<file path="src/rtl/spike_event_recorder.sv">
// Spike event recorder: per-column pending slots, round-robin arbiter and a timestamped event FIFO.
// Optional lost-event counter enabled by defining SPIKE_RECORDER_DROP_CNT_EN.
module spike_event_recorder #(
    parameter int NUM_COLS   = 1,
    parameter int FIFO_DEPTH = 8,
    parameter int TS_WIDTH   = 16,
    localparam int CW = (NUM_COLS > 1) ? $clog2(NUM_COLS) : 1,
    localparam int AW = $clog2(FIFO_DEPTH),
    localparam int LW = AW + 1
) (
    input  logic                clk,
    input  logic                reset_n,
    input  logic [NUM_COLS-1:0] spike_valid,
    input  logic [NUM_COLS-1:0] spike_on_off,
    output logic                out_valid,
    input  logic                out_ready,
    output logic [CW-1:0]       out_col,
    output logic                out_on_off,
    output logic [TS_WIDTH-1:0] out_ts,
    output logic [LW-1:0]       fifo_level,
    output logic [15:0]         drop_count
);

    logic [TS_WIDTH-1:0] ts;
    logic [NUM_COLS-1:0] pend;
    logic [NUM_COLS-1:0] pend_pol;
    logic [TS_WIDTH-1:0] pend_ts [NUM_COLS];

    logic [CW-1:0]       rr_ptr;
    logic [CW-1:0]       grant_idx;
    logic                grant_any;
    logic [NUM_COLS-1:0] grant_vec;

    logic [CW-1:0]         mem_col [FIFO_DEPTH];
    logic [FIFO_DEPTH-1:0] mem_pol;
    logic [TS_WIDTH-1:0]   mem_ts  [FIFO_DEPTH];
    logic [AW-1:0]         wr_ptr;
    logic [AW-1:0]         rd_ptr;
    logic [LW-1:0]         level;

    logic full;
    logic pop;
    logic space;

    assign full      = (level == LW'(FIFO_DEPTH));
    assign out_valid = (level != '0);
    assign pop       = out_valid && out_ready;
    assign space     = !full || pop;

    always_ff @(posedge clk or negedge reset_n) begin
        if (!reset_n) ts <= '0;
        else          ts <= ts + 1'b1;
    end

    // Rotating search starting at rr_ptr; first pending slot wins
    always_comb begin
        int unsigned idx;
        logic [CW-1:0] cidx;
        grant_any = 1'b0;
        grant_idx = '0;
        grant_vec = '0;
        idx       = 0;
        cidx      = '0;
        for (int unsigned off = 0; off < NUM_COLS; off++) begin
            idx = 32'(rr_ptr) + off;
            if (idx >= NUM_COLS) idx = idx - NUM_COLS;
            cidx = CW'(idx);
            if (!grant_any && space && pend[cidx]) begin
                grant_any = 1'b1;
                grant_idx = cidx;
            end
        end
        if (grant_any) grant_vec[grant_idx] = 1'b1;
    end

    always_ff @(posedge clk or negedge reset_n) begin
        if (!reset_n) begin
            rr_ptr <= '0;
        end else if (grant_any) begin
            rr_ptr <= (grant_idx == CW'(NUM_COLS - 1)) ? '0 : grant_idx + 1'b1;
        end
    end

    always_ff @(posedge clk or negedge reset_n) begin
        if (!reset_n) begin
            pend     <= '0;
            pend_pol <= '0;
            for (int unsigned i = 0; i < NUM_COLS; i++) pend_ts[i] <= '0;
        end else begin
            for (int unsigned i = 0; i < NUM_COLS; i++) begin
                if (spike_valid[i] && (!pend[i] || grant_vec[i])) begin
                    pend[i]     <= 1'b1;
                    pend_pol[i] <= spike_on_off[i];
                    pend_ts[i]  <= ts;
                end else if (grant_vec[i]) begin
                    pend[i] <= 1'b0;
                end
            end
        end
    end

    always_ff @(posedge clk) begin
        if (grant_any) begin
            mem_col[wr_ptr] <= grant_idx;
            mem_pol[wr_ptr] <= pend_pol[grant_idx];
            mem_ts[wr_ptr]  <= pend_ts[grant_idx];
        end
    end

    always_ff @(posedge clk or negedge reset_n) begin
        if (!reset_n) begin
            wr_ptr <= '0;
            rd_ptr <= '0;
            level  <= '0;
        end else begin
            if (grant_any) wr_ptr <= wr_ptr + 1'b1;
            if (pop)       rd_ptr <= rd_ptr + 1'b1;
            if (grant_any && !pop)      level <= level + 1'b1;
            else if (!grant_any && pop) level <= level - 1'b1;
        end
    end

    // Head fields forced to zero while empty so unwritten storage never leaks out
    assign out_col    = out_valid ? mem_col[rd_ptr] : '0;
    assign out_on_off = out_valid ? mem_pol[rd_ptr] : 1'b0;
    assign out_ts     = out_valid ? mem_ts[rd_ptr]  : '0;
    assign fifo_level = level;

`ifdef SPIKE_RECORDER_DROP_CNT_EN
    logic [NUM_COLS-1:0] drop_vec;
    logic [15:0]         drop_next;
    logic [15:0]         drop_cnt;

    assign drop_vec = spike_valid & pend & ~grant_vec;

    always_comb begin
        int unsigned n;
        int unsigned sum;
        n = 0;
        for (int unsigned i = 0; i < NUM_COLS; i++) n = n + 32'(drop_vec[i]);
        sum       = 32'(drop_cnt) + n;
        drop_next = (sum > 32'hFFFF) ? 16'hFFFF : sum[15:0];
    end

    always_ff @(posedge clk or negedge reset_n) begin
        if (!reset_n) drop_cnt <= '0;
        else          drop_cnt <= drop_next;
    end

    assign drop_count = drop_cnt;
`else
    assign drop_count = '0;
`endif

endmodule

</file>
<file path="config.mk">
export PLATFORM = sky130hd
export DESIGN_NAME = spike_event_recorder
export DESIGN_NICKNAME = d
export VERILOG_FILES = /design/src/rtl/spike_event_recorder.sv
export SDC_FILE = /design/constraint.sdc
export NUM_CORES = 1
export LEC_CHECK = 0
export ABC_AREA = 1
export BUFFER_PORTS_ARGS = -buffer_cell sky130_fd_sc_hd__buf_4
export CORE_UTILIZATION = 47
export CTS_CLUSTER_SIZE = 8
export DETAILED_ROUTE_END_ITERATION = 12
export HOLD_SLACK_MARGIN = 0.12
export PLACE_DENSITY = 0.71
export SETUP_SLACK_MARGIN = 0.02
export SLEW_MARGIN = 20
export SYNTH_ARGS = -nofsm -noshare
export SYNTH_HDL_FRONTEND = slang
export SYNTH_SLANG_ARGS = --single-unit
</file>
<file path="constraint.sdc">
create_clock -name clk -period 5 [get_ports clk]
set_input_delay 1 -clock clk [delete_from_list [all_inputs] [get_ports clk]]
set_output_delay 1 -clock clk [all_outputs]
set_load 0.02 [all_outputs]
</file>
-- After elaboration in Yosys (flattened, before gate mapping)
Memories as Yosys holds them, arrays and structs flattened.
Index checks and enable logic that the tools add are counted.
- RAM bits: 136
- output and inout bits: 39
- word-level logic and storage cells: 65
- input port bits: 5
- memories kept: 2
- bits in registers: 53
- equality and inequality tests: 1
- add/subtract/negate cells: 7
- reductions and logical operators: 16
- magnitude comparators: 7
- mux-type cells: 23
- memory list (memory ; words ; bits a word ; read ports ; clocked after Yosys merged registers in ; wr ports ; RTL line ; text):
    mem_ts ; 8 ; 16 ; 1 ; 0 ; 1 ; 36 ; logic [TS_WIDTH-1:0] mem_ts [FIFO_DEPTH];
    mem_col ; 8 ; 1 ; 1 ; 0 ; 1 ; 34 ; logic [CW-1:0] mem_col [FIFO_DEPTH];
- operators with widths (operator ; number):
    $mux W16 ; 2
    $add A16 B1 Y16 const B ; 1
    $mux W1 ; 16
    $bwmux W8 ; 1
    $lt A3 B4 Y1 const B ; 2
    $mux W4 ; 2
    $logic_and A1 B1 Y1 ; 7
    $add A3 B1 Y3 const B ; 2
    $add A4 B1 Y4 const B ; 1
    $eq A4 B4 Y1 const B ; 1
    $logic_not A1 Y1 ; 4
    $reduce_bool A2 Y1 ; 2
    $reduce_bool A4 Y1 ; 1
    $sub A4 B1 Y4 const B ; 1
    $bmux W1 S3 ; 1
    $demux W1 S3 ; 1
    $ge A3 B1 Y1 const B ; 1
    $ge A1 B1 Y1 const B ; 2
    $logic_or A1 B1 Y1 ; 2
    $lt A1 B1 Y1 const B ; 2
    $add A1 B1 Y1 const B ; 1
    $sub A1 B1 Y1 const B ; 1

-- Longest topological paths before layout
- word-level depth: 13
- mapped depth: 15
- gate-level depth less buffers: 15

-- Worst setup path before layout
No wires, ideal clock.
- path kind: input port to flip-flop
- from: input out_ready
- to: register mem_pol[5], enable pin
- path buffers: 0
- cell stages on the path: 4
- arrival time: 2.436 ns
- setup time: 0.413 ns
- data required time: 4.587 ns
- slack: 2.151 ns
- cell sequence: inv_2 -> nand3_1 -> nand2_2 -> nor3_1
- cells in the longest elaborated chain, start to end: 4
- RTL lines (element ; RTL line ; text):
    start: declaration ; 16 ; input logic out_ready,
    $logic_and A1 B1 Y1 ; 47 ; assign pop = out_valid && out_ready;
    $logic_or A1 B1 Y1 ; 48 ; assign space = !full || pop;
    $logic_and A1 B1 Y1 ; 68 ; if (!grant_any && space && pend[cidx]) begin
    $mux W1 ; 68 ;
    end signal: indexed assignment ; 105 ; mem_pol[wr_ptr] <= pend_pol[grant_idx];
    end: declaration ; 35 ; logic [FIFO_DEPTH-1:0] mem_pol;
Every way passes these cells.
A chain may end at the register's enable or synchronous reset.

-- Worst setup path in the final report
- from: register rd_ptr[1]
- to: output out_ts[9]
- cells in the longest elaborated chain, start to end: 2
- RTL lines (element ; RTL line ; text):
    start: declaration ; 38 ; logic [AW-1:0] rd_ptr;
    start signal: assignment ; 117 ; if (pop) rd_ptr <= rd_ptr + 1'b1;
    $mem_v2 Z8 W16 ; - ;
    $mux W16 ; 126 ; assign out_ts = out_valid ? mem_ts[rd_ptr] : '0;
    end: declaration ; 19 ; output logic [TS_WIDTH-1:0] out_ts,
Every way passes these cells.

==> flow_metrics.py <==
metrics = {
    "power": {
        "leakage_nw": 4.33,
        "pwr_density_cell_mw_per_mm2": 574,
        "finalPower_mw": 5.24,
        "peakVddDrop_v": 0.000265,
    },
    "place": {
        "hpwl_mm": 9.14,
        "dp_cells": 1066,
        "preCtsSetupSlack_ns": 2.08,
        "gp_congestion": 0.730,
        "port_buffers": 26,
    },
    "critical_path": {
        "critPathMaxFanout": 36,
        "r2r_setup_slack_ns": 2.12,
        "crit_path_start": "rd_ptr[1]",
        "reg2reg_to": "fifo_level[3]",
        "endpoint_kind": "output port",
        "path_class": "flop to output port",
        "crit_path_end": "out_ts[9]",
        "cp_cell_sequence": "buf_4 -> inv_2 -> nand3_1 -> nand3_1 -> nand2_1 -> nor2_1 -> buf_4",
        "startpoint_type": "flop",
        "worstPathRequired_ns": 4.00,
        "crit_arrival_ns": 2.42,
        "r2r-start": "fifo_level[1]",
        "reg2regPathDepth": 11,
        "cpPeakStageDelay_ns": 0.58,
        "worst-path-buf-inv": 3,
        "crit_family": "buffers and inverters",
        "crit_cells": 7,
        "cp_slowest_cell": "inv_2",
    },
    "clock_network": {
        "postCtsHoldBufs": 0,
        "post-cts-setup-buffer-count": 0,
        "cts_buffers": 17,
        "clock-root-buffer": "clkbuf_16",
        "clockBufferDepth": 2,
        "cts.clk_slew.worst_paths_ns": 0.06,
        "cts_tree": "built",
        "postCtsResizedCells": 0,
        "cts_max_level": 4,
        "clock_sinks": 180,
        "clk_latency_ns": 0.43,
    },
    "detailed_routing": {
        "drtIter0Drc": 399,
        "wl_mm": 15.7,
        "drt_first_pass_iters": 4,
        "avgViaCountPerCell": 4.78,
        "drc_errors": 0,
        "vias": 5251,
        "ant_nets": 0,
        "wl_per_cell_um": 14.3,
    },
    "finish": {
        "fin_cells": 1098,
        "mostFrequentLayoutCell": "nand2_1",
        "syn2layout_area_growth_pct": 11.8,
        "mostFrequentLayoutCells": "nand2_1, inv_1, edfxtp_1",
        "insertedDiodeCount": 0,
        "postLayoutCoreUtil": 0.545,
        "nets": 877,
        "layout-drive-gt1-share": 0.109,
    },
    "floorplanning": {
        "rows": 47,
        "core_mm2": 0.0168,
        "io_pins": 44,
        "die_w_um": 134,
        "start_util": 0.488,
        "die_h_um": 134,
        "die_area_mm2": 0.0179,
    },
    "logic_synthesis": {
        "synthesis.area_mm2": 0.00818,
        "ys_seq_elements": 180,
        "ys_seq_area_frac": 0.634,
        "syn_area_per_cell_um2": 9.71,
        "synth.distinct_cells": 30,
        "yosys_warnings": 0,
        "synthCells": 842,
    },
    "timing": {
        "hold_viol_final": 0,
        "setup_ws_ns": 1.58,
        "fin_tns_setup_ns": 0,
        "min_period_over_period": 0.685,
        "slew_headroom": 0.273,
        "fmax_mhz": 292,
        "skew_ns": 0.00713,
        "rsz0062_at_grt": "no",
        "finalCriticalPeriod_ns": 3.42,
        "setup_viol": 0,
        "worst_pin_slew_ns": 1.09,
        "finalMaxSlewViolations": 0,
    },
    "global_route": {
        "grt_pass1_vias": 5009,
        "antenna_found_initial": 0,
        "grt_pass1_wl_mm": 25.5,
        "grt_max_degree": 70,
        "gr-total-overflow": 0,
        "gr-usage-all-layers": 0.190,
    },
    "outcome": {
        "status": "finished, final reports clean",
    },
    "flow_run": {
        "drv_cap": 0,
    },
    "worst_hold_path": {
        "hp-class": "flop to flop",
    },
}
==> where the power goes <==
| part | internal, mW | switching, mW |
|---|---|---|
| combinational | 0.614 | 1.24 |
| clock | 0.883 | 0.545 |
| sequential | 1.85 | 0.103 |
==> worst reg2reg max path: stages (launching register included) <==
cell and delay, ns:
dfrtp_1 0.45, nor2_2 0.23, nand2_1 0.60, nand2_2 0.32
ha_1 0.21, inv_1 0.10, ha_1 0.31, or2_2 0.31
nand3_1 0.09, nand2_1 0.06, nand2_1 0.05, nand2_1 0.04
==> synthesized netlist by cell type <==
master	count	area (um^2)
inv_2	5	18.8
buf_2	22	110
fa_1	1	20.0
buf_4	18	135
conb_1	1	3.75
edfxtp_1	136	4080
buf_6	3	33.8
nand4_4	1	21.3
nor2_4	1	11.3
buf_12	1	20.0
nand2_1	246	923
nor2_1	52	195
dfrtp_1	44	1100
inv_1	147	552
ha_1	6	75.1
or2_2	1	6.26
xnor2_1	10	87.6
nand3_1	112	561
o21ai_0	3	15.0
buf_1	3	11.3
nand2_2	11	68.8
a21oi_1	1	5.00
nand4_1	2	12.5
nor3_1	4	20.0
nand2_4	1	11.3
xor2_1	5	43.8
nand3b_1	1	7.51
clkbuf_1	2	7.51
nor3_2	1	10.0
nor2_2	1	6.26
==> through the flow <==
stage	hold slack (ns)	area, um^2
finish	0.515	9140
detailed placement	0.501	8500
global route	0.526	9140
global placement	0.492	8500
floorplan	0.463	8240
CTS	0.510	9140
==> layout make-up <==
class,count,area [um^2]
fillers,1397,7620
flip-flops and latches,180,5190
multi-input cells,477,2190
inverters,152,571
clock buffers,18,429
repair buffers,37,278
well taps,220,275
clock inverters,14,210
==> logic make-up (layout without fill, tap and decap cells) <==
| group | count (synthesis) | after routing | synth area share |
|---|---|---|---|
| buf+inv | 201 | 221 | 0.109 |
| xor+xnor | 15 | 15 | 0.0161 |
| compound gates | 4 | 4 | 0.00245 |
| flops | 180 | 180 | 0.634 |
| other cells | 1 | 17 | 0.000459 |
| fa+ha+maj | 7 | 7 | 0.0116 |
| simple gates | 434 | 434 | 0.227 |
==> metal layers <==
metal	up-vias	global-route usage	wire, um
li1	2656	-	-
met1	2468	0.244	6990
met2	105	0.313	7710
met3	22	0.0423	729
met4	0	0.0745	319
met5	-	0	0
==> state kept, by name, indices dropped and copies added (netlist names) <==
signal and cells:
mem_pol 8, pend 1, wr_ptr 3, fifo_level 4, rd_ptr 3, pend_pol 1
pend_ts 16, ts 16, mem_ts 128
==> worst min path at each step <==
| stage | from | to | cells past startpoint |
|---|---|---|---|
| 6_report | ts[0] | ts[0] | 1 |
| 5_1_grt | ts[0] | ts[0] | 1 |
| 4_1_cts | ts[0] | ts[0] | 1 |
| 3_5_place_dp | ts[0] | ts[0] | 1 |
| 3_3_place_gp | ts[0] | ts[0] | 1 |
| 2_1_floorplan | ts[0] | ts[0] | 1 |
Note: power is estimated with default switching activity, not from simulation.
